$ cat src/rtl/backend_cfg_ctrl.sv
// Serial configuration controller: decodes 12-bit framed read/write commands on i_sdin
// into the backend register bank and shifts register contents back out on o_sdout.
module backend_cfg_ctrl #(
  parameter int RST_THR_HI = 12,
  parameter int RST_THR_LO = 8,
  parameter int RST_WAIT   = 5
) (
  input  logic       i_sclk,
  input  logic       i_resetbAll,
  input  logic       i_sdin,
  output logic [2:0] o_gain,
  output logic [4:0] o_thr_hi,
  output logic [4:0] o_thr_lo,
  output logic [4:0] o_ro_wait,
  output logic [4:0] o_mod_wait,
  output logic       o_cfg_valid,
  output logic       o_wr_pulse,
  output logic       o_err,
  output logic       o_busy,
  output logic       o_sdout,
  output logic       o_sdout_en
);

  typedef enum logic [2:0] {
    S_IDLE  = 3'd0,
    S_RW    = 3'd1,
    S_ADDR  = 3'd2,
    S_DATA  = 3'd3,
    S_PAR   = 3'd4,
    S_STOP  = 3'd5,
    S_RDOUT = 3'd6
  } state_t;

  state_t     r_state;
  state_t     w_next_state;
  logic [2:0] r_cnt;
  logic [8:0] r_frame;
  logic       r_par;
  logic [2:0] r_gain;
  logic [4:0] r_thr_hi;
  logic [4:0] r_thr_lo;
  logic [4:0] r_ro_wait;
  logic [4:0] r_mod_wait;
  logic       r_cfg_valid;
  logic       r_wr_pulse;
  logic       r_err;
  logic       r_busy;
  logic       r_sdout;
  logic       r_sdout_en;
  logic [2:0] r_err_cnt;
  logic [3:0] r_rd_shift;

  logic       w_rw;
  logic [2:0] w_addr;
  logic [4:0] w_data;
  logic       w_reject;
  logic       w_at_stop;
  logic       w_wr_ok;
  logic       w_rd_ok;
  logic       w_rej_evt;
  logic [4:0] w_rd_value;

  function automatic logic even_parity_ok(input logic [9:0] bits);
    return ~(^bits);
  endfunction

  // r_frame collects {RW, ADDR, DATA} MSB first; the STOP bit is still on i_sdin at edge S.
  assign w_rw      = r_frame[8];
  assign w_addr    = r_frame[7:5];
  assign w_data    = r_frame[4:0];
  assign w_at_stop = (r_state == S_STOP);
  assign w_wr_ok   = w_at_stop & ~w_reject & w_rw;
  assign w_rd_ok   = w_at_stop & ~w_reject & ~w_rw;
  assign w_rej_evt = w_at_stop & w_reject;

  // Frame rejection decision, evaluated against the bank contents before the write.
  always_comb begin
    w_reject = 1'b0;
    if (!even_parity_ok({r_frame, r_par}) || i_sdin || (w_addr == 3'd7)) begin
      w_reject = 1'b1;
    end else if (w_rw) begin
      if (r_cfg_valid || (w_addr == 3'd6)) begin
        w_reject = 1'b1;
      end else if ((w_addr == 3'd1) && (w_data < r_thr_lo)) begin
        w_reject = 1'b1;
      end else if ((w_addr == 3'd2) && (w_data > r_thr_hi)) begin
        w_reject = 1'b1;
      end else begin
        w_reject = 1'b0;
      end
    end else begin
      w_reject = 1'b0;
    end
  end

  // Readback multiplexer.
  always_comb begin
    w_rd_value = 5'd0;
    case (w_addr)
      3'd0:    w_rd_value = {2'b00, r_gain};
      3'd1:    w_rd_value = r_thr_hi;
      3'd2:    w_rd_value = r_thr_lo;
      3'd3:    w_rd_value = r_ro_wait;
      3'd4:    w_rd_value = r_mod_wait;
      3'd5:    w_rd_value = {4'b0000, r_cfg_valid};
      3'd6:    w_rd_value = {2'b00, r_err_cnt};
      default: w_rd_value = 5'd0;
    endcase
  end

  // Next-state logic.
  always_comb begin
    w_next_state = r_state;
    case (r_state)
      S_IDLE: begin
        if (i_sdin) w_next_state = S_RW;
        else        w_next_state = S_IDLE;
      end
      S_RW:   w_next_state = S_ADDR;
      S_ADDR: begin
        if (r_cnt == 3'd2) w_next_state = S_DATA;
        else               w_next_state = S_ADDR;
      end
      S_DATA: begin
        if (r_cnt == 3'd4) w_next_state = S_PAR;
        else               w_next_state = S_DATA;
      end
      S_PAR:  w_next_state = S_STOP;
      S_STOP: begin
        if (w_rd_ok) w_next_state = S_RDOUT;
        else         w_next_state = S_IDLE;
      end
      S_RDOUT: begin
        if (r_cnt == 3'd4) w_next_state = S_IDLE;
        else               w_next_state = S_RDOUT;
      end
      default: w_next_state = S_IDLE;
    endcase
  end

  // State register, bit counter and busy flag; the counter restarts on every state change.
  always_ff @(posedge i_sclk or negedge i_resetbAll) begin
    if (!i_resetbAll) begin
      r_state <= S_IDLE;
      r_cnt   <= 3'd0;
      r_busy  <= 1'b0;
    end else begin
      r_state <= w_next_state;
      r_cnt   <= (w_next_state != r_state) ? 3'd0 : (r_cnt + 3'd1);
      r_busy  <= (w_next_state != S_IDLE);
    end
  end

  // Incoming frame shift register and parity bit capture.
  always_ff @(posedge i_sclk or negedge i_resetbAll) begin
    if (!i_resetbAll) begin
      r_frame <= 9'd0;
      r_par   <= 1'b0;
    end else if ((r_state == S_RW) || (r_state == S_ADDR) || (r_state == S_DATA)) begin
      r_frame <= {r_frame[7:0], i_sdin};
    end else if (r_state == S_PAR) begin
      r_par <= i_sdin;
    end
  end

  // Register bank, sticky GO, event pulses and saturating error counter.
  always_ff @(posedge i_sclk or negedge i_resetbAll) begin
    if (!i_resetbAll) begin
      r_gain      <= 3'd0;
      r_thr_hi    <= 5'(RST_THR_HI);
      r_thr_lo    <= 5'(RST_THR_LO);
      r_ro_wait   <= 5'(RST_WAIT);
      r_mod_wait  <= 5'(RST_WAIT);
      r_cfg_valid <= 1'b0;
      r_wr_pulse  <= 1'b0;
      r_err       <= 1'b0;
      r_err_cnt   <= 3'd0;
    end else begin
      r_wr_pulse <= w_wr_ok;
      r_err      <= w_rej_evt;
      if (w_wr_ok) begin
        case (w_addr)
          3'd0:    r_gain     <= w_data[2:0];
          3'd1:    r_thr_hi   <= w_data;
          3'd2:    r_thr_lo   <= w_data;
          3'd3:    r_ro_wait  <= w_data;
          3'd4:    r_mod_wait <= w_data;
          3'd5:    if (w_data[0]) r_cfg_valid <= 1'b1;
          default: ;
        endcase
      end
      if (w_rej_evt && (r_err_cnt != 3'd7)) begin
        r_err_cnt <= r_err_cnt + 3'd1;
      end
    end
  end

  // Serial readout: the value is latched at edge S so later bank changes cannot corrupt it.
  always_ff @(posedge i_sclk or negedge i_resetbAll) begin
    if (!i_resetbAll) begin
      r_sdout    <= 1'b0;
      r_sdout_en <= 1'b0;
      r_rd_shift <= 4'd0;
    end else if (w_rd_ok) begin
      r_sdout    <= w_rd_value[4];
      r_rd_shift <= w_rd_value[3:0];
      r_sdout_en <= 1'b1;
    end else if (r_state == S_RDOUT) begin
      if (r_cnt == 3'd4) begin
        r_sdout    <= 1'b0;
        r_sdout_en <= 1'b0;
        r_rd_shift <= 4'd0;
      end else begin
        r_sdout    <= r_rd_shift[3];
        r_rd_shift <= {r_rd_shift[2:0], 1'b0};
      end
    end else begin
      r_sdout    <= 1'b0;
      r_sdout_en <= 1'b0;
    end
  end

  assign o_gain      = r_gain;
  assign o_thr_hi    = r_thr_hi;
  assign o_thr_lo    = r_thr_lo;
  assign o_ro_wait   = r_ro_wait;
  assign o_mod_wait  = r_mod_wait;
  assign o_cfg_valid = r_cfg_valid;
  assign o_wr_pulse  = r_wr_pulse;
  assign o_err       = r_err;
  assign o_busy      = r_busy;
  assign o_sdout     = r_sdout;
  assign o_sdout_en  = r_sdout_en;

endmodule

$ cat config.mk
export PLATFORM = sky130hd
export DESIGN_NAME = backend_cfg_ctrl
export DESIGN_NICKNAME = d
export VERILOG_FILES = /design/src/rtl/backend_cfg_ctrl.sv
export SDC_FILE = /design/constraint.sdc
export NUM_CORES = 1
export LEC_CHECK = 0
export CORE_MARGIN = 2
export CORE_UTILIZATION = 25
export CTS_CLUSTER_DIAMETER = 200
export CTS_CLUSTER_SIZE = 28
export DETAILED_ROUTE_END_ITERATION = 8
export HOLD_SLACK_MARGIN = 0.02
export PLACE_DENSITY = 0.52
export SYNTH_ARGS = -nofsm -noshare
export SYNTH_HDL_FRONTEND = slang
export SYNTH_SLANG_ARGS = --single-unit
export TNS_END_PERCENT = 20
$ cat constraint.sdc
create_clock -name i_sclk -period 3.5 [get_ports i_sclk]
set_input_delay 0.525 -clock i_sclk [delete_from_list [all_inputs] [get_ports i_sclk]]
set_output_delay 0.525 -clock i_sclk [all_outputs]
set_load 0.01 [all_outputs]
==> results_dict.tcl <==
set metrics [dict create \
    vdd.ir_drop.worst_v 0.0002825 \
    cts-root-buf "clkbuf_16" \
    ys_types 49 \
    drv_cap 0 \
    drt_iter0_drc 78 \
    wl_per_cell_um 15.83 \
    leakage_nw 1.483 \
    intPower_w 0.001527 \
    routed.top_layer "met4" \
    r2r_slack_ns 0.61 \
    clk_transition_reported_paths_ns 0.07 \
    hpwl_um 4960 \
    fin_skew_ns 0.004905 \
    hold_slack_ns 0.2048 \
    synthFlopType "dfrtp_1" \
    synth_seq_area_share_pct 45.78 \
    utilization_pct 30.74 \
    grt-ovfl-total 0 \
    wirelength_um 6728 \
    avgViaCountPerCell 4.694 \
    dieArea_um2 12320 \
    grt_usage_pct 11.46 \
    reg2regPathDepth 8 \
    clockPowerShare_pct 19.8 \
    h-tree-depth 2 \
    power.switching_w 0.001025 \
    setup_ws_ns 0.6135 \
    fmax_mhz 346.4 \
    endpoint_kind "flip-flop" \
    path_class "flip-flop to flip-flop" \
    cts.sink_count 52 \
    worstSetupStartpointType "flip-flop" \
    fin_nets 302 \
    detail-route-antenna-nets 0 \
    synth_nets 272 \
    worst_pin_slew_ns 0.6846 \
    cts_setup_buffers 0 \
    cts_buffer_depth 2 \
    dpl_worst_slack_ns 0.6318 \
    synth_edf_count 0 \
    wl_met1_um 3303 \
    r2r-start "o_thr_hi[2]$_DFFE_PN1P_" \
    setup_viol 0 \
    power.density_nw_per_um2 736.7 \
    drive_gt1_share_pct 20.21 \
    seqPwrFrac_pct 36.7 \
    ys_seq_elements 52 \
    vias 1995 \
    min_period_ns 2.886 \
    die_w_um 111.0 \
    die_y_um 111.0 \
    setup_tns_ns 0 \
    antenna_cells 0 \
    critPathArrivalTime_ns 3.07 \
    wl_met2_um 3098 \
    std_cell_rows 39 \
    antenna_found_initial 0 \
    core_um2 11270 \
    drc 0 \
    synth_area_um2 2861 \
    place_congestion 0.8290 \
    dr.pass1.iters 5 \
    relSlewSlack_pct 53.05 \
    final_max_slew_viol_count 0 \
    timing.final.hold_violations 0 \
    cts_tree "yes" \
    yosysWarnings 0 \
    grt_pass1_wl_um 11130 \
    cp_max_fo 6 \
    synth_area_per_cell_um2 11.40 \
    area_delta_synth_final_pct 21.08 \
    initial_utilization_pct 25.39 \
    ios 32 \
    post_cts_resized 0 \
    timing.final.crit_share_pct 82.47 \
    insertion_delay_ns 0.29 \
    async_reset_ff_share_pct 100.0 \
    portBuffers 31 \
    synthCells 251 \
    pwr-share-comb_pct 43.5 \
    cp.required_ns 3.68 \
    routed-wl-met3_um 254 \
    status "finished, final reports clean" \
    r2r-end "o_mod_wait[4]$_DFFE_PN0P_" \
    grt_pass1_vias 2054 \
    holdBufCountCts 0 \
    hold_path_class "primary input to async pin" \
    grt_max_degree 30 \
    switching_share_pct 40.16 \
    numCtsBuffers 5 \
    rsz0062_at_grt "false" \
]
## through the flow
step | area (um^2) | std cells | total power, W
after floorplan | 2861 | 251 | 0.001793
after detailed placement | 3314 | 417 | 0.002060
after global placement | 3314 | 417 | 0.002051
final | 3465 | 425 | 0.002552
after global routing | 3465 | 425 | 0.002752
after CTS | 3465 | 425 | 0.002580
## cells by family after synthesis
logic type               share of synthesized area, %
XOR/XNOR                                        3.498
multiplexers                                    13.47
flip-flops                                      45.78
AND/OR/NAND/NOR                                 12.20
AO/OA/AOI/OAI                                   13.07
adder cells (fa/ha/maj)                         7.871
buffers and inverters                           4.110
## flip-flops by register name, indices dropped and copies added, names as in the netlist
register     cells
o_wr_pulse       1
r_err_cnt        3
o_sdout          1
o_cfg_valid      1
r_cnt            3
r_state          3
o_thr_lo         5
r_par            1
o_sdout_en       1
r_frame          9
o_mod_wait       5
o_thr_hi         5
o_busy           1
o_gain           3
o_ro_wait        5
r_rd_shift       4
o_err            1
## cell usage after synthesis, types with 2 or more instances
cell | number | share of area [%]
clkbuf_1 | 6 | 0.79
mux2_1 | 4 | 1.6
nor2_2 | 2 | 0.44
a22o_1 | 3 | 0.92
nor4_4 | 3 | 2.2
a21oi_1 | 10 | 1.7
a21o_1 | 3 | 0.79
nor3_1 | 4 | 0.70
nand2_1 | 14 | 1.8
a221oi_1 | 3 | 0.92
nor2_1 | 14 | 1.8
dfrtp_1 | 45 | 39
ha_1 | 18 | 7.9
a222oi_1 | 3 | 1.0
nand3_1 | 5 | 0.87
a31oi_1 | 2 | 0.44
dfstp_2 | 7 | 6.4
nand3b_1 | 4 | 1.0
nand2b_1 | 2 | 0.44
xnor2_1 | 5 | 1.5
nor2b_1 | 3 | 0.66
a211oi_1 | 2 | 0.52
a22oi_1 | 6 | 1.6
inv_1 | 19 | 2.5
o21ai_0 | 12 | 2.1
buf_4 | 2 | 0.52
mux2_2 | 28 | 11
## routing by layer
layer,vias to the layer above,GRT usage [%]
met2,41,17.46
met5,-,0
li1,967,-
met3,8,2.296
met4,0,4.833
met1,979,15.87
## worst max-delay path by stage
stage / startpoint / endpoint / slack, ns / depth (start not counted)
2_1_floorplan: o_thr_hi[2]$_DFFE_PN1P_ / o_mod_wait[1]$_DFFE_PN0P_ / 0.83 / 8
3_3_place_gp: o_thr_hi[2]$_DFFE_PN1P_ / o_mod_wait[4]$_DFFE_PN0P_ / 0.70 / 8
3_5_place_dp: o_thr_hi[2]$_DFFE_PN1P_ / o_mod_wait[4]$_DFFE_PN0P_ / 0.63 / 8
4_1_cts: o_thr_hi[2]$_DFFE_PN1P_ / o_mod_wait[4]$_DFFE_PN0P_ / 0.63 / 8
5_1_grt: o_thr_hi[2]$_DFFE_PN1P_ / o_mod_wait[1]$_DFFE_PN0P_ / 0.51 / 8
6_report: o_thr_hi[2]$_DFFE_PN1P_ / o_mod_wait[4]$_DFFE_PN0P_ / 0.61 / 8
## cell usage in the layout, fill, tap and decap left out, types with 3 or more instances in the layout
cell and count:
a21o_1 3, nand2_1 14, a22oi_1 6, clkdlybuf4s50_1 30
a21oi_1 10, a221oi_1 3, a22o_1 3, nand3b_1 4
mux2_2 28, inv_1 19, a222oi_1 3, nor4_4 3
nor2_1 14, o21ai_0 12, mux2_1 4, xnor2_1 5
nor3_1 4, dfstp_2 7, ha_1 18, clkbuf_16 5
dfrtp_1 45, nand3_1 5, nor2b_1 3
## layout make-up
cell class | instances | area, um^2
clock buffer | 7 | 142.6
clock inverter | 1 | 7.507
inverter | 19 | 71.32
sequential | 52 | 1310
fill | 1192 | 7807
timing repair buffer | 33 | 320.3
tap | 143 | 178.9
multi-input combinational | 170 | 1434
## critical path: stages, from the launching register on
cell       delay, ns
dfstp_2         0.57
inv_1           0.05
ha_1            0.30
a21o_1          0.16
a21o_1          0.17
a211oi_1        0.45
o2111ai_4       0.29
nor4_4          0.40
mux2_2          0.39
## power groups by stage
stage	Clock, W	Sequential [W]	Combinational [W]
finish	0.000506	0.000937	0.00111
global route	0.000546	0.000964	0.00124
CTS	0.000522	0.000936	0.00112
detailed placement	0	0.000946	0.00111
global placement	0	0.000943	0.00111
floorplan	0	0.000845	0.000948
Note: power is estimated with default switching activity, not from simulation.
